==> src/rtl/sram_arbiter_if.sv <==
// sram_arbiter_if
//   Bundles the two requester ports (instruction fetch, data load/store)
//   and the single-port SRAM connection of the arbiter.
//   slave  : arbiter view (consumes requests and sram_odata, drives
//            grants, read responses and the SRAM controls).
//   master : the opposite view, for the core side / SRAM model.
//   Signals:
//     i_req/i_addr          instruction read request and word address
//     i_gnt/i_rvalid/i_rdata instruction grant and read response
//     d_req/d_we/d_be/d_addr/d_wdata  data request, write flag, byte
//                           enables, word address, write data
//     d_gnt/d_rvalid/d_rdata data grant and read response
//     sram_rd_en/sram_wr_en/sram_addr/sram_idata  SRAM controls
//     sram_odata            SRAM registered read data
interface sram_arbiter_if;
   logic        i_req;
   logic [15:0] i_addr;
   logic        i_gnt;
   logic        i_rvalid;
   logic [31:0] i_rdata;

   logic        d_req;
   logic        d_we;
   logic [3:0]  d_be;
   logic [15:0] d_addr;
   logic [31:0] d_wdata;
   logic        d_gnt;
   logic        d_rvalid;
   logic [31:0] d_rdata;

   logic        sram_rd_en;
   logic        sram_wr_en;
   logic [15:0] sram_addr;
   logic [31:0] sram_idata;
   logic [31:0] sram_odata;

   modport slave (
      input  i_req, i_addr,
      output i_gnt, i_rvalid, i_rdata,
      input  d_req, d_we, d_be, d_addr, d_wdata,
      output d_gnt, d_rvalid, d_rdata,
      output sram_rd_en, sram_wr_en, sram_addr, sram_idata,
      input  sram_odata
   );

   modport master (
      output i_req, i_addr,
      input  i_gnt, i_rvalid, i_rdata,
      output d_req, d_we, d_be, d_addr, d_wdata,
      input  d_gnt, d_rvalid, d_rdata,
      input  sram_rd_en, sram_wr_en, sram_addr, sram_idata,
      output sram_odata
   );
endinterface

==> src/rtl/sram_arbiter.sv <==
// sram_arbiter
//   Shares one single-port 32-bit SRAM (1-cycle registered read) between
//   the instruction-fetch port (read only) and the data port (read/write
//   with byte enables). Ties are broken round-robin. Partial-word writes
//   become a read followed by a merged full-word write.
//   Ports:
//     clk  system clock, all state on the rising edge
//     rst  asynchronous, active-low reset
//     bus  sram_arbiter_if.slave: requester handshakes and SRAM controls
//   Grants and SRAM controls are combinational; rvalids are registered.
module sram_arbiter (
   input  logic           clk,
   input  logic           rst,
   sram_arbiter_if.slave  bus
);

   localparam int ADDR_W = 16;
   localparam int DATA_W = 32;
   localparam int BE_W   = DATA_W / 8;

   typedef enum logic {IDLE, RMW_WR} state_t;

   // Control state
   state_t              state;
   state_t              state_nxt;
   logic                last_d;      // 1 = data port was granted last
   logic                last_d_nxt;
   logic                vld_i_p1;
   logic                vld_d_p1;

   // Partial-write operands captured in the read half of the RMW
   logic [ADDR_W-1:0]   rmw_addr_p1;
   logic [BE_W-1:0]     rmw_be_p1;
   logic [DATA_W-1:0]   rmw_wdata_p1;

   // Combinational decisions
   logic                pick_d;
   logic                i_gnt_c;
   logic                d_gnt_c;
   logic                i_rd_c;
   logic                d_rd_c;
   logic                rmw_start_c;
   logic                rd_en_c;
   logic                wr_en_c;
   logic [ADDR_W-1:0]   addr_c;
   logic [DATA_W-1:0]   idata_c;

   // Per-byte merge: enabled bytes from the new data, others from memory.
   function automatic logic [DATA_W-1:0] merge_bytes(
      input logic [DATA_W-1:0] wdata,
      input logic [DATA_W-1:0] old,
      input logic [BE_W-1:0]   be
   );
      logic [DATA_W-1:0] m;
      m = old;
      for (int k = 0; k < BE_W; k++) begin
         if (be[k]) m[8*k +: 8] = wdata[8*k +: 8];
      end
      return m;
   endfunction

   always_comb begin
      state_nxt   = state;
      last_d_nxt  = last_d;
      pick_d      = 1'b0;
      i_gnt_c     = 1'b0;
      d_gnt_c     = 1'b0;
      i_rd_c      = 1'b0;
      d_rd_c      = 1'b0;
      rmw_start_c = 1'b0;
      rd_en_c     = 1'b0;
      wr_en_c     = 1'b0;
      addr_c      = '0;
      idata_c     = '0;

      // Everything stays quiet while reset is asserted, even though the
      // async clear has already put the FSM in IDLE.
      if (rst) begin
         if (state == RMW_WR) begin
            // Second half of a partial write: sram_odata holds the old word.
            wr_en_c   = 1'b1;
            addr_c    = rmw_addr_p1;
            idata_c   = merge_bytes(rmw_wdata_p1, bus.sram_odata, rmw_be_p1);
            d_gnt_c   = 1'b1;
            state_nxt = IDLE;
         end else begin
            // Data wins when alone, or on a tie if instruction went last.
            pick_d = bus.d_req && (!bus.i_req || !last_d);
            if (pick_d) begin
               last_d_nxt = 1'b1;
               if (!bus.d_we) begin
                  rd_en_c = 1'b1;
                  addr_c  = bus.d_addr;
                  d_gnt_c = 1'b1;
                  d_rd_c  = 1'b1;
               end else if (&bus.d_be) begin
                  wr_en_c = 1'b1;
                  addr_c  = bus.d_addr;
                  idata_c = bus.d_wdata;
                  d_gnt_c = 1'b1;
               end else if (bus.d_be == '0) begin
                  // Nothing to write: complete without touching the SRAM.
                  d_gnt_c = 1'b1;
               end else begin
                  rd_en_c     = 1'b1;
                  addr_c      = bus.d_addr;
                  rmw_start_c = 1'b1;
                  state_nxt   = RMW_WR;
               end
            end else if (bus.i_req) begin
               last_d_nxt = 1'b0;
               rd_en_c    = 1'b1;
               addr_c     = bus.i_addr;
               i_gnt_c    = 1'b1;
               i_rd_c     = 1'b1;
            end
         end
      end
   end

   // Stage p0 -> p1: FSM, round-robin pointer and read-valid pipeline
   always_ff @(posedge clk or negedge rst) begin
      if (!rst) begin
         state    <= IDLE;
         last_d   <= 1'b0;
         vld_i_p1 <= 1'b0;
         vld_d_p1 <= 1'b0;
      end else begin
         state    <= state_nxt;
         last_d   <= last_d_nxt;
         vld_i_p1 <= i_rd_c;
         vld_d_p1 <= d_rd_c;
      end
   end

   // Stage p0 -> p1: partial-write operands (data only, no reset)
   always_ff @(posedge clk) begin
      if (rmw_start_c) begin
         rmw_addr_p1  <= bus.d_addr;
         rmw_be_p1    <= bus.d_be;
         rmw_wdata_p1 <= bus.d_wdata;
      end
   end

   assign bus.i_gnt      = i_gnt_c;
   assign bus.d_gnt      = d_gnt_c;
   assign bus.i_rvalid   = vld_i_p1;
   assign bus.d_rvalid   = vld_d_p1;
   assign bus.i_rdata    = bus.sram_odata;
   assign bus.d_rdata    = bus.sram_odata;
   assign bus.sram_rd_en = rd_en_c;
   assign bus.sram_wr_en = wr_en_c;
   assign bus.sram_addr  = addr_c;
   assign bus.sram_idata = idata_c;

endmodule

==> src/flat_wrapper.sv <==
// flat-port wrapper written by rule: the top's interface ports become plain ports
module sram_arbiter_flat 
  (clk, rst, bus_i_req, bus_i_addr, bus_i_gnt, bus_i_rvalid, bus_i_rdata, bus_d_req, bus_d_we, bus_d_be, bus_d_addr, bus_d_wdata, bus_d_gnt, bus_d_rvalid, bus_d_rdata, bus_sram_rd_en, bus_sram_wr_en, bus_sram_addr, bus_sram_idata, bus_sram_odata);
  sram_arbiter_if bus_i ();
  input  logic clk;
  input  logic rst;
  input wire logic [$bits(bus_i.i_req)-1:0] bus_i_req;
  input wire logic [$bits(bus_i.i_addr)-1:0] bus_i_addr;
  output wire logic [$bits(bus_i.i_gnt)-1:0] bus_i_gnt;
  output wire logic [$bits(bus_i.i_rvalid)-1:0] bus_i_rvalid;
  output wire logic [$bits(bus_i.i_rdata)-1:0] bus_i_rdata;
  input wire logic [$bits(bus_i.d_req)-1:0] bus_d_req;
  input wire logic [$bits(bus_i.d_we)-1:0] bus_d_we;
  input wire logic [$bits(bus_i.d_be)-1:0] bus_d_be;
  input wire logic [$bits(bus_i.d_addr)-1:0] bus_d_addr;
  input wire logic [$bits(bus_i.d_wdata)-1:0] bus_d_wdata;
  output wire logic [$bits(bus_i.d_gnt)-1:0] bus_d_gnt;
  output wire logic [$bits(bus_i.d_rvalid)-1:0] bus_d_rvalid;
  output wire logic [$bits(bus_i.d_rdata)-1:0] bus_d_rdata;
  output wire logic [$bits(bus_i.sram_rd_en)-1:0] bus_sram_rd_en;
  output wire logic [$bits(bus_i.sram_wr_en)-1:0] bus_sram_wr_en;
  output wire logic [$bits(bus_i.sram_addr)-1:0] bus_sram_addr;
  output wire logic [$bits(bus_i.sram_idata)-1:0] bus_sram_idata;
  input wire logic [$bits(bus_i.sram_odata)-1:0] bus_sram_odata;
  assign bus_i.i_req = bus_i_req;
  assign bus_i.i_addr = bus_i_addr;
  assign bus_i_gnt = bus_i.i_gnt;
  assign bus_i_rvalid = bus_i.i_rvalid;
  assign bus_i_rdata = bus_i.i_rdata;
  assign bus_i.d_req = bus_d_req;
  assign bus_i.d_we = bus_d_we;
  assign bus_i.d_be = bus_d_be;
  assign bus_i.d_addr = bus_d_addr;
  assign bus_i.d_wdata = bus_d_wdata;
  assign bus_d_gnt = bus_i.d_gnt;
  assign bus_d_rvalid = bus_i.d_rvalid;
  assign bus_d_rdata = bus_i.d_rdata;
  assign bus_sram_rd_en = bus_i.sram_rd_en;
  assign bus_sram_wr_en = bus_i.sram_wr_en;
  assign bus_sram_addr = bus_i.sram_addr;
  assign bus_sram_idata = bus_i.sram_idata;
  assign bus_i.sram_odata = bus_sram_odata;
  sram_arbiter u_core (.clk(clk), .rst(rst), .bus(bus_i));
endmodule
==> config.mk <==
export PLATFORM = sky130hd
export DESIGN_NAME = sram_arbiter_flat
export DESIGN_NICKNAME = d
export VERILOG_FILES = /design/src/rtl/sram_arbiter_if.sv /design/src/rtl/sram_arbiter.sv /design/src/flat_wrapper.sv
export SDC_FILE = /design/constraint.sdc
export NUM_CORES = 1
export LEC_CHECK = 0
export BUFFER_PORTS_ARGS = -buffer_cell sky130_fd_sc_hd__buf_2
export CORE_UTILIZATION = 40
export CTS_BUF_LIST = sky130_fd_sc_hd__clkbuf_4
export CTS_CLUSTER_DIAMETER = 60
export DETAILED_ROUTE_END_ITERATION = 6
export PLACE_DENSITY = 0.76
export SYNTH_ARGS = -nofsm -noshare
export SYNTH_HDL_FRONTEND = slang
export SYNTH_SLANG_ARGS = --single-unit
export TNS_END_PERCENT = 5
==> constraint.sdc <==
create_clock -name clk -period 3.7 [get_ports clk]
set_clock_uncertainty 0.05 [all_clocks]
set_input_delay 0.185 -clock clk [delete_from_list [all_inputs] [get_ports clk]]
set_output_delay 0.185 -clock clk [all_outputs]
set_load 0.01 [all_outputs]
==> flow_summary.json, run 1 <==
{
  "net_count_final": 648,
  "routability_congestion": 0.740,
  "drive_gt1_share_pct": 50.0,
  "ys_warn_count": 0,
  "seq_area_frac_synth_pct": 44.6,
  "combPwrFrac_pct": 29.4,
  "asr_flop_ratio_synth_pct": 7.14,
  "layout_commonest_cell": "sky130_fd_sc_hd__buf_2",
  "gr-total-overflow": 0,
  "synthesized_netlist_net_count": 453,
  "top_signal_layer_used": "met4",
  "grt_start_max_net_pins": 43,
  "outcome": "finished, violations left",
  "design.die.area_mm2": 0.00971,
  "yosys.area_share.xor_xnor_pct": 0,
  "tritoncts_num_sinks": 56,
  "grt_pass1_vias": 3285,
  "syn_inst": 348,
  "p_sw_mw": 0.434,
  "finalSetupViolations": 0,
  "synthMuxAreaShare_pct": 8.59,
  "place_inst": 591,
  "yosysUniqueCellTypes": 27,
  "final_hold_violation_count": 0,
  "end_kind": "output pin",
  "clockBufferDepth": 2,
  "worst_ir_drop_vdd_mv": 0.179,
  "drv_slew": 0,
  "max_fclk_mhz": 375,
  "synth_compound_gate_area_share_pct": 17.4,
  "postSynth.topFlopCell": "sky130_fd_sc_hd__edfxtp_1",
  "grt_use_total_pct": 20.8,
  "place.port_buffers": 222,
  "max-cap-violations": 0,
  "timing.hold.ws_ns": 0.0603,
  "drc_errors": 16,
  "cts_tree": "yes",
  "synth_top_family_by_area": "compound AO/OA/AOI/OAI gates",
  "cts_buf_count": 5,
  "drt_pre_antenna_iters": 7,
  "layout.cells.most_common_list": "222 x sky130_fd_sc_hd__buf_2, 53 x sky130_fd_sc_hd__dlygate4sd3_1, 52 x sky130_fd_sc_hd__edfxtp_1, 48 x sky130_fd_sc_hd__nand2_1, 32 x sky130_fd_sc_hd__mux2i_1",
  "via_count": 3400,
  "antenna_found_initial": 0,
  "post_cts_resize_count": 0,
  "synth_area_mm2": 0.00373,
  "final.min_clock_period_ns": 2.66,
  "max-slew-margin-rel_pct": 25.0,
  "detailroute.wirelength.met2_um": 5500,
  "placeableCoreArea_mm2": 0.00889,
  "initial_core_utilization_pct": 41.9,
  "synth_edf_count": 52,
  "total_routed_wirelength_um": 10300,
  "violations": "DRC",
  "rsz0062_at_grt": "false",
  "first_pass_grt_wire_length_um": 15900,
  "clkLatencyLatePin_ns": 0.37,
  "die_height_um": 98.5,
  "leakage_nw": 2.27,
  "cellPowerDensity_mw_per_mm2": 283,
  "clk_pin_slew_worst_paths_ns": 0.16,
  "syn_avg_cell_area_um2": 10.7,
  "critical_path_required_ns": 3.46,
  "setup_tns_ns": 0,
  "start_kind": "flop",
  "post-route-period-util_pct": 72.0,
  "synth_simple_gate_area_share_pct": 12.4,
  "crit_type": "reg -> out",
  "netSwitchingFraction_pct": 30.6,
  "hold_path.class": "in -> reg",
  "met1_length_um": 3930,
  "finish.cell_count_without_fillers": 652,
  "wire_per_inst_um": 15.8,
  "share_clk_of_total_power_pct": 18.7,
  "cts_htree_levels": 2,
  "critPathArrivalTime_ns": 2.43,
  "cp_max_fo": 20,
  "detail_route.vias_per_cell": 5.21,
  "die_x_um": 98.5,
  "final_antenna_net_count": 0,
  "post_cts_buffers": 0,
  "internal-power_mw": 0.983,
  "core.rowCount": 34,
  "post-dp-hpwl_um": 6900,
  "n_antenna_cell": 0,
  "worstMarginPinSlew_ns": 1.12,
  "post_synthesis_adder_cell_area_fraction_pct": 0,
  "area_delta_synth_final_pct": 34.1,
  "detailroute.wirelength.met3_um": 745,
  "number_of_flip_flops_and_latches_in_the_synthesized_netlist": 56,
  "pin_count": 223,
  "number_of_violations_reported_at_the_end_of_detailed_routing_iteration_0": 189,
  "pwr-share-seq_pct": 52.0,
  "clock_tree.root_cell": "sky130_fd_sc_hd__clkbuf_4"
}
==> final timing paths <==
path	start	to	slack (ns)	cells past startpoint
max in group asynchronous	rst	u_core.bus.d_rvalid	3.04	3
min reg2reg	u_core.last_d	u_core.last_d	0.50	1
min	bus_d_req	u_core.last_d	0.06	3
max	u_core.state	bus_sram_idata[21]	1.04	4
max reg2reg	u_core.state	u_core.rmw_addr_p1[2]	1.36	5
min in group asynchronous	rst	u_core.bus.i_rvalid	0.28	3
==> cell families (layout without fill, tap and decap cells) <==
group,after synthesis,after routing
simple gates,92,92
buf+inv,95,291
mux,32,32
compound gates,73,73
flops,56,56
==> metrics by stage <==
| stage | setup WS, ns | area, µm² | total power [mW] | util, % |
|---|---|---|---|---|
| after floorplan | 0.0402 | 3730 | 0.994 | - |
| after global placement | 1.46 | 4420 | 1.11 | 49.7 |
| after detailed placement | 1.38 | 4420 | 1.12 | 49.7 |
| after CTS | 1.07 | 5000 | 1.42 | 56.2 |
| after global routing | 0.912 | 5000 | 1.48 | 56.2 |
| final | 1.04 | 5000 | 1.42 | 56.2 |
==> what timing repair did <==
action	4_1_cts	5_1_grt
endpoints found under the hold margin	56	0
endpoints found under the setup margin	0	0
hold buffers	53	0
==> per-layer routing <==
layer	vias up	global-route usage [%]
met2	183	40.4
met1	1591	23.0
met5	-	0
met4	0	5.40
li1	1613	-
met3	13	4.11
==> power groups by stage <==
| stage | registers (mW) | logic [mW] | clock network (mW) |
|---|---|---|---|
| 2_1_floorplan | 0.742 | 0.252 | 0 |
| 3_3_place_gp | 0.749 | 0.362 | 0 |
| 3_5_place_dp | 0.750 | 0.370 | 0 |
| 4_1_cts | 0.736 | 0.414 | 0.274 |
| 5_1_grt | 0.739 | 0.452 | 0.290 |
| 6_report | 0.736 | 0.416 | 0.264 |
==> synthesized netlist by cell type (2+ instances only) <==
library cell	count	area (µm²)
sky130_fd_sc_hd__o22ai_1	19	119
sky130_fd_sc_hd__edfxtp_1	52	1560
sky130_fd_sc_hd__buf_2	10	50.1
sky130_fd_sc_hd__a31oi_1	18	113
sky130_fd_sc_hd__o22ai_2	30	375
sky130_fd_sc_hd__o21ai_0	2	10.0
sky130_fd_sc_hd__nand2b_1	17	106
sky130_fd_sc_hd__dfrtp_1	4	100
sky130_fd_sc_hd__clkbuf_1	9	33.8
sky130_fd_sc_hd__nand2_1	49	184
sky130_fd_sc_hd__mux2i_1	32	320
sky130_fd_sc_hd__nand4_1	17	106
sky130_fd_sc_hd__buf_1	6	22.5
sky130_fd_sc_hd__inv_1	2	7.51
sky130_fd_sc_hd__and3_1	2	12.5
sky130_fd_sc_hd__buf_4	65	488
sky130_fd_sc_hd__buf_6	3	33.8
sky130_fd_sc_hd__nand3_1	2	10.0
==> flip-flops by register name (all words and copies together) (netlist names) <==
| name | flops |
|---|---|
| u_core.rmw_be_p1 | 4 |
| u_core.bus.d_rvalid | 1 |
| u_core.bus.i_rvalid | 1 |
| u_core.rmw_wdata_p1 | 32 |
| u_core.last_d | 1 |
| u_core.rmw_addr_p1 | 16 |
| u_core.state | 1 |
==> area by class of cell <==
class | count | area (µm²)
Fill cell | 766 | 3890
Multi-Input combinational cell | 197 | 1440
Sequential cell | 56 | 1660
Timing Repair Buffer | 281 | 1700
Tap cell | 108 | 135
Clock inverter | 3 | 13.8
Clock buffer | 5 | 37.5
Inverter | 2 | 7.51
==> worst max-delay path: stages, from the launching register on <==
cell	delay, ns
sky130_fd_sc_hd__dfrtp_1	0.78
sky130_fd_sc_hd__nand2_2	0.49
sky130_fd_sc_hd__buf_4	0.39
sky130_fd_sc_hd__o22ai_2	0.20
sky130_fd_sc_hd__buf_2	0.18
No activity file was read; power rests on OpenSTA's default activity.
==> run 2, diff against run 1 <==
clock period = 2.35 ns   (was 3.7 ns; I/O delays follow)
==> flow_summary.json, run 2 (same netlist as run 1, synthesis figures left out) <==
{
  "drt_pre_antenna_iters": 7,
  "cts_tree": "yes",
  "place_inst": 596,
  "post-dp-hpwl_um": 7060,
  "final_antenna_net_count": 0,
  "cts_htree_levels": 2,
  "final_hold_violation_count": 0,
  "routability_congestion": 0.752,
  "pin_count": 223,
  "n_antenna_cell": 0,
  "max-cap-violations": 0,
  "worst_ir_drop_vdd_mv": 0.255,
  "ff_latch_area_mm2": 0.00166,
  "crit_type": "in -> out",
  "detail_route.vias_per_cell": 5.26,
  "startpoint": "bus_d_be[1]",
  "clock_tree.root_cell": "sky130_fd_sc_hd__clkbuf_4",
  "leakage_nw": 2.30,
  "hold_path.class": "in -> reg",
  "final_area_mm2": 0.00504,
  "max_ffs_per_register": 32,
  "critical_path_required_ns": 2.18,
  "area_delta_synth_final_pct": 35.2,
  "initial_core_utilization_pct": 41.9,
  "max-slew-margin-rel_pct": 53.3,
  "post_cts_buffers": 0,
  "largest_register": "u_core.rmw_wdata_p1",
  "cts_buf_count": 5,
  "place.port_buffers": 222,
  "die_x_um": 98.5,
  "start_kind": "input pin",
  "placeableCoreArea_mm2": 0.00889,
  "drc_errors": 16,
  "end_kind": "output pin",
  "design.die.area_mm2": 0.00971,
  "min-delay-start": "bus_d_we",
  "antenna_found_initial": 0,
  "grt_pass1_vias": 3353,
  "die_height_um": 98.5,
  "cellPowerDensity_mw_per_mm2": 448,
  "total_routed_wirelength_um": 10600,
  "clkLatencyLatePin_ns": 0.37,
  "drv_slew": 0,
  "drive_gt1_share_pct": 50.4,
  "first_pass_grt_wire_length_um": 16500,
  "layout.cells.most_common_list": "222 x sky130_fd_sc_hd__buf_2, 54 x sky130_fd_sc_hd__dlygate4sd3_1, 52 x sky130_fd_sc_hd__edfxtp_1, 48 x sky130_fd_sc_hd__nand2_1, 32 x sky130_fd_sc_hd__mux2i_1",
  "clockBufferDepth": 2,
  "wire_per_inst_um": 16.1,
  "final.min_clock_period_ns": 2.21,
  "violations": "DRC",
  "layout_commonest_cell": "sky130_fd_sc_hd__buf_2",
  "cp_max_fo": 16,
  "net_count_final": 654,
  "number_of_violations_reported_at_the_end_of_detailed_routing_iteration_0": 206,
  "rsz0062_at_grt": "false",
  "nFillCells": 757,
  "total_cell_area_at_the_placement_stage_mm2": 0.00444,
  "grt_use_total_pct": 21.6,
  "tritoncts_num_sinks": 56,
  "grt_start_max_net_pins": 42,
  "gr-total-overflow": 0,
  "worstMarginPinSlew_ns": 0.701,
  "max_fclk_mhz": 452,
  "via_count": 3459,
  "final_core_util_pct": 56.7,
  "post-route-period-util_pct": 94.2,
  "timing.hold.ws_ns": 0.0615,
  "multiInputGateArea_mm2": 0.00145,
  "clk_pin_slew_worst_paths_ns": 0.16,
  "critPathArrivalTime_ns": 2.05,
  "finalSetupViolations": 0,
  "setup_tns_ns": 0,
  "outcome": "finished, violations left",
  "largest_regs": "u_core.rmw_wdata_p1: 32 flops, u_core.rmw_addr_p1: 16 flops, u_core.rmw_be_p1: 4 flops",
  "finish.cell_count_without_fillers": 658,
  "core.rowCount": 34,
  "regToRegStartpoint": "u_core.last_d"
}
-- run 2: cell types whose count changed in the layout (fill, tap and decap cells not counted), sizes merged --
cell / before / now
buf: 228 / 233
clkbuf: 5 / 7
clkinv: 3 / 1
dlygate4sd3: 53 / 54
-- run 2: cell type report --
class,instances,area share [%]
sequential,56,33.0
timing repair buffer,287,34.4
tap,108,2.68
multi-input combinational,197,28.7
clock inverter,1,0.0745
inverter,2,0.149
clock buffer,7,1.04
-- run 2: worst max-delay path, cell delays in order --
cell	delay, ns
sky130_fd_sc_hd__dlygate4sd3_1	0.53
sky130_fd_sc_hd__buf_2	0.14
sky130_fd_sc_hd__or4_4	0.57
sky130_fd_sc_hd__nor2_4	0.35
sky130_fd_sc_hd__o22ai_1	0.16
sky130_fd_sc_hd__buf_2	0.17
-- run 2: metrics by stage --
| stage | total power [mW] | setup WS (ns) |
|---|---|---|
| after detailed placement | 1.77 | 0.459 |
| after floorplan | 1.56 | 0.0925 |
| final | 2.26 | 0.137 |
| after global placement | 1.75 | 0.500 |
| after CTS | 2.27 | 0.0199 |
| after global routing | 2.36 | 0.0264 |
-- run 2: power breakdown --
part / internal [mW] / switching [mW]
Clock: 0.139 / 0.295
Combinational: 0.309 / 0.366
Sequential: 1.13 / 0.0204
-- run 2: layer usage --
layer  vias to the layer above  GRT usage (%)  share of wire, %
met5                         -              0                 0
met4                         0           7.00               1.8
met3                        18           4.47               7.5
met2                       189           40.2                53
met1                      1627           24.5                38
li1                       1625              -                 -
-- run 2: what timing repair did --
item	4_1_cts	5_1_grt
hold buffers	54	0
resized for setup	0	1
endpoints found under the hold margin	57	0
endpoints found under the setup margin	0	27
-- run 2: worst paths after layout --
check	endpoint	slack [ns]	depth (start not counted)
min	u_core.state	0.06	3
min in group asynchronous	u_core.bus.d_rvalid	0.26	3
min reg2reg	u_core.last_d	0.50	1
max	bus_sram_addr[1]	0.14	6
max in group asynchronous	u_core.state	1.71	3
max reg2reg	u_core.rmw_wdata_p1[17]	0.43	5
==> run 3, diff against run 2 <==
==> constraint.sdc (replaced) <==
create_clock -name clk -period 2.35 [get_ports clk]
set_clock_uncertainty 0.05 [all_clocks]
set_input_delay 0 -clock clk [delete_from_list [all_inputs] [get_ports clk]]
set_output_delay 0 -clock clk [all_outputs]
set_load 0.01 [all_outputs]
==> flow_summary.json, run 3 (same netlist as run 1, synthesis figures left out) <==
{
  "outcome": "finished, violations left",
  "violations": "DRC",
  "net_count_final": 654,
  "drc_errors": 16,
  "cts_tree": "yes",
  "post-dp-hpwl_um": 6820,
  "finalSetupViolations": 0,
  "max-slew-margin-rel_pct": 58.0,
  "setup_tns_ns": 0,
  "routability_congestion": 0.782,
  "n_antenna_cell": 0,
  "drv_slew": 0,
  "share_clk_of_total_power_pct": 22.2,
  "wire_per_inst_um": 15.7,
  "grt_pass1_vias": 3196,
  "detail_route.vias_per_cell": 5.16,
  "start_kind": "flop",
  "timing.hold.ws_ns": 0.0349,
  "max_ffs_per_register": 32,
  "final.min_clock_period_ns": 2.13,
  "post_cts_resize_count": 0,
  "final_area_mm2": 0.00506,
  "total_cell_area_at_the_placement_stage_mm2": 0.00443,
  "layout_commonest_cell": "sky130_fd_sc_hd__buf_2",
  "worst_ir_drop_vdd_mv": 0.242,
  "cts_buf_count": 5,
  "netSwitchingFraction_pct": 29.0,
  "post-route-period-util_pct": 90.6,
  "internal-power_mw": 1.66,
  "place_ws_ns": 0.641,
  "finish.cell_count_without_fillers": 658,
  "critical_path_required_ns": 2.30,
  "layout.cells.most_common_list": "222 x sky130_fd_sc_hd__buf_2, 56 x sky130_fd_sc_hd__dlygate4sd3_1, 52 x sky130_fd_sc_hd__edfxtp_1, 48 x sky130_fd_sc_hd__nand2_1, 32 x sky130_fd_sc_hd__mux2i_1",
  "largest_register": "u_core.rmw_wdata_p1",
  "cp_max_fo": 18,
  "combPwrFrac_pct": 28.4,
  "area_delta_synth_final_pct": 35.8,
  "max_fclk_mhz": 470,
  "pwr-share-seq_pct": 49.4,
  "critPathArrivalTime_ns": 2.08,
  "total_routed_wirelength_um": 10300,
  "rsz0062_at_grt": "false",
  "cellPowerDensity_mw_per_mm2": 461,
  "hold_path.class": "in -> reg",
  "p_sw_mw": 0.675,
  "pin_count": 223,
  "gr-total-overflow": 0,
  "cts_htree_levels": 2,
  "clkLatencyLatePin_ns": 0.37,
  "initial_core_utilization_pct": 41.9,
  "crit_type": "reg -> out",
  "largest_regs": "u_core.rmw_wdata_p1: 32 flops, u_core.rmw_addr_p1: 16 flops, u_core.rmw_be_p1: 4 flops",
  "first_pass_grt_wire_length_um": 15800,
  "clockBufferDepth": 2,
  "place_inst": 594,
  "final_antenna_net_count": 0,
  "die_height_um": 98.5,
  "placeableCoreArea_mm2": 0.00889,
  "via_count": 3392,
  "leakage_nw": 2.30,
  "core.rowCount": 34,
  "place.port_buffers": 222,
  "antenna_found_initial": 0,
  "design.die.area_mm2": 0.00971,
  "fin_ws_ns": 0.221,
  "grt_use_total_pct": 20.5,
  "max-cap-violations": 0,
  "final_hold_violation_count": 0,
  "grt_start_max_net_pins": 38,
  "worstMarginPinSlew_ns": 0.630,
  "clk_pin_slew_worst_paths_ns": 0.16,
  "end_kind": "output pin",
  "tritoncts_num_sinks": 56,
  "drt_pre_antenna_iters": 7,
  "clock_tree.root_cell": "sky130_fd_sc_hd__clkbuf_4",
  "die_x_um": 98.5,
  "number_of_violations_reported_at_the_end_of_detailed_routing_iteration_0": 151,
  "drive_gt1_share_pct": 49.8
}
run 3: cell types whose count changed in the layout (fill, tap and decap cells not counted), sizes merged:
cell and delta:
bufinv +1, clkbuf -2, buf -2, clkinv +1, dlygate4sd3 +2
run 3: through the flow:
step | power [mW] | utilization (%)
2_1_floorplan | 1.56 | -
3_3_place_gp | 1.75 | 49.8
3_5_place_dp | 1.76 | 49.8
4_1_cts | 2.35 | 56.9
5_1_grt | 2.44 | 56.9
6_report | 2.33 | 56.9
run 3: final timing paths:
check / from / depth (start not counted) / endpoint / slack (ns)
max: u_core.last_d / 5 / bus_sram_wr_en / 0.22
min in group asynchronous: rst / 3 / u_core.bus.d_rvalid / 0.19
min: bus_i_req / 2 / u_core.last_d / 0.03
min reg2reg: u_core.last_d / 1 / u_core.last_d / 0.51
max in group asynchronous: rst / 3 / u_core.state / 1.66
max reg2reg: u_core.last_d / 4 / u_core.rmw_wdata_p1[13] / 0.70
run 3: timing repair:
| item | CTS | global route |
|---|---|---|
| setup endpoints to repair | 0 | 0 |
| buffers inserted | 0 | 0 |
| endpoints found under the hold margin | 59 | 0 |
| hold buffers | 56 | 0 |
run 3: layer usage:
metal	up-vias	share of wire [%]	global-route usage [%]
met5	-	0	0
met4	0	1.1	4.71
met3	9	7.2	3.76
met2	181	51	38.6
met1	1579	40	24.0
li1	1623	-	-
run 3: power groups by stage:
stage               Combinational [mW]  Clock (mW)  Sequential (mW)
finish                           0.663       0.517             1.15
detailed placement               0.586           0             1.17
floorplan                        0.399           0             1.17
CTS                              0.659       0.542             1.15
global route                     0.724       0.564             1.16
global placement                 0.576           0             1.17
run 3: critical path: stages (launching register included):
cell and delay, ns:
sky130_fd_sc_hd__dfrtp_1 0.45, sky130_fd_sc_hd__a21boi_2 0.20, sky130_fd_sc_hd__or3b_2 0.48, sky130_fd_sc_hd__buf_4 0.24
sky130_fd_sc_hd__a21boi_0 0.18, sky130_fd_sc_hd__buf_2 0.15
run 3: final cells by class:
cell class / instances / area [µm²]
Timing Repair Buffer: 287 / 1740
Inverter: 2 / 7.51
Clock buffer: 5 / 37.5
Fill cell: 747 / 3830
Clock inverter: 3 / 37.5
Tap cell: 108 / 135
Sequential cell: 56 / 1660
Multi-Input combinational cell: 197 / 1440
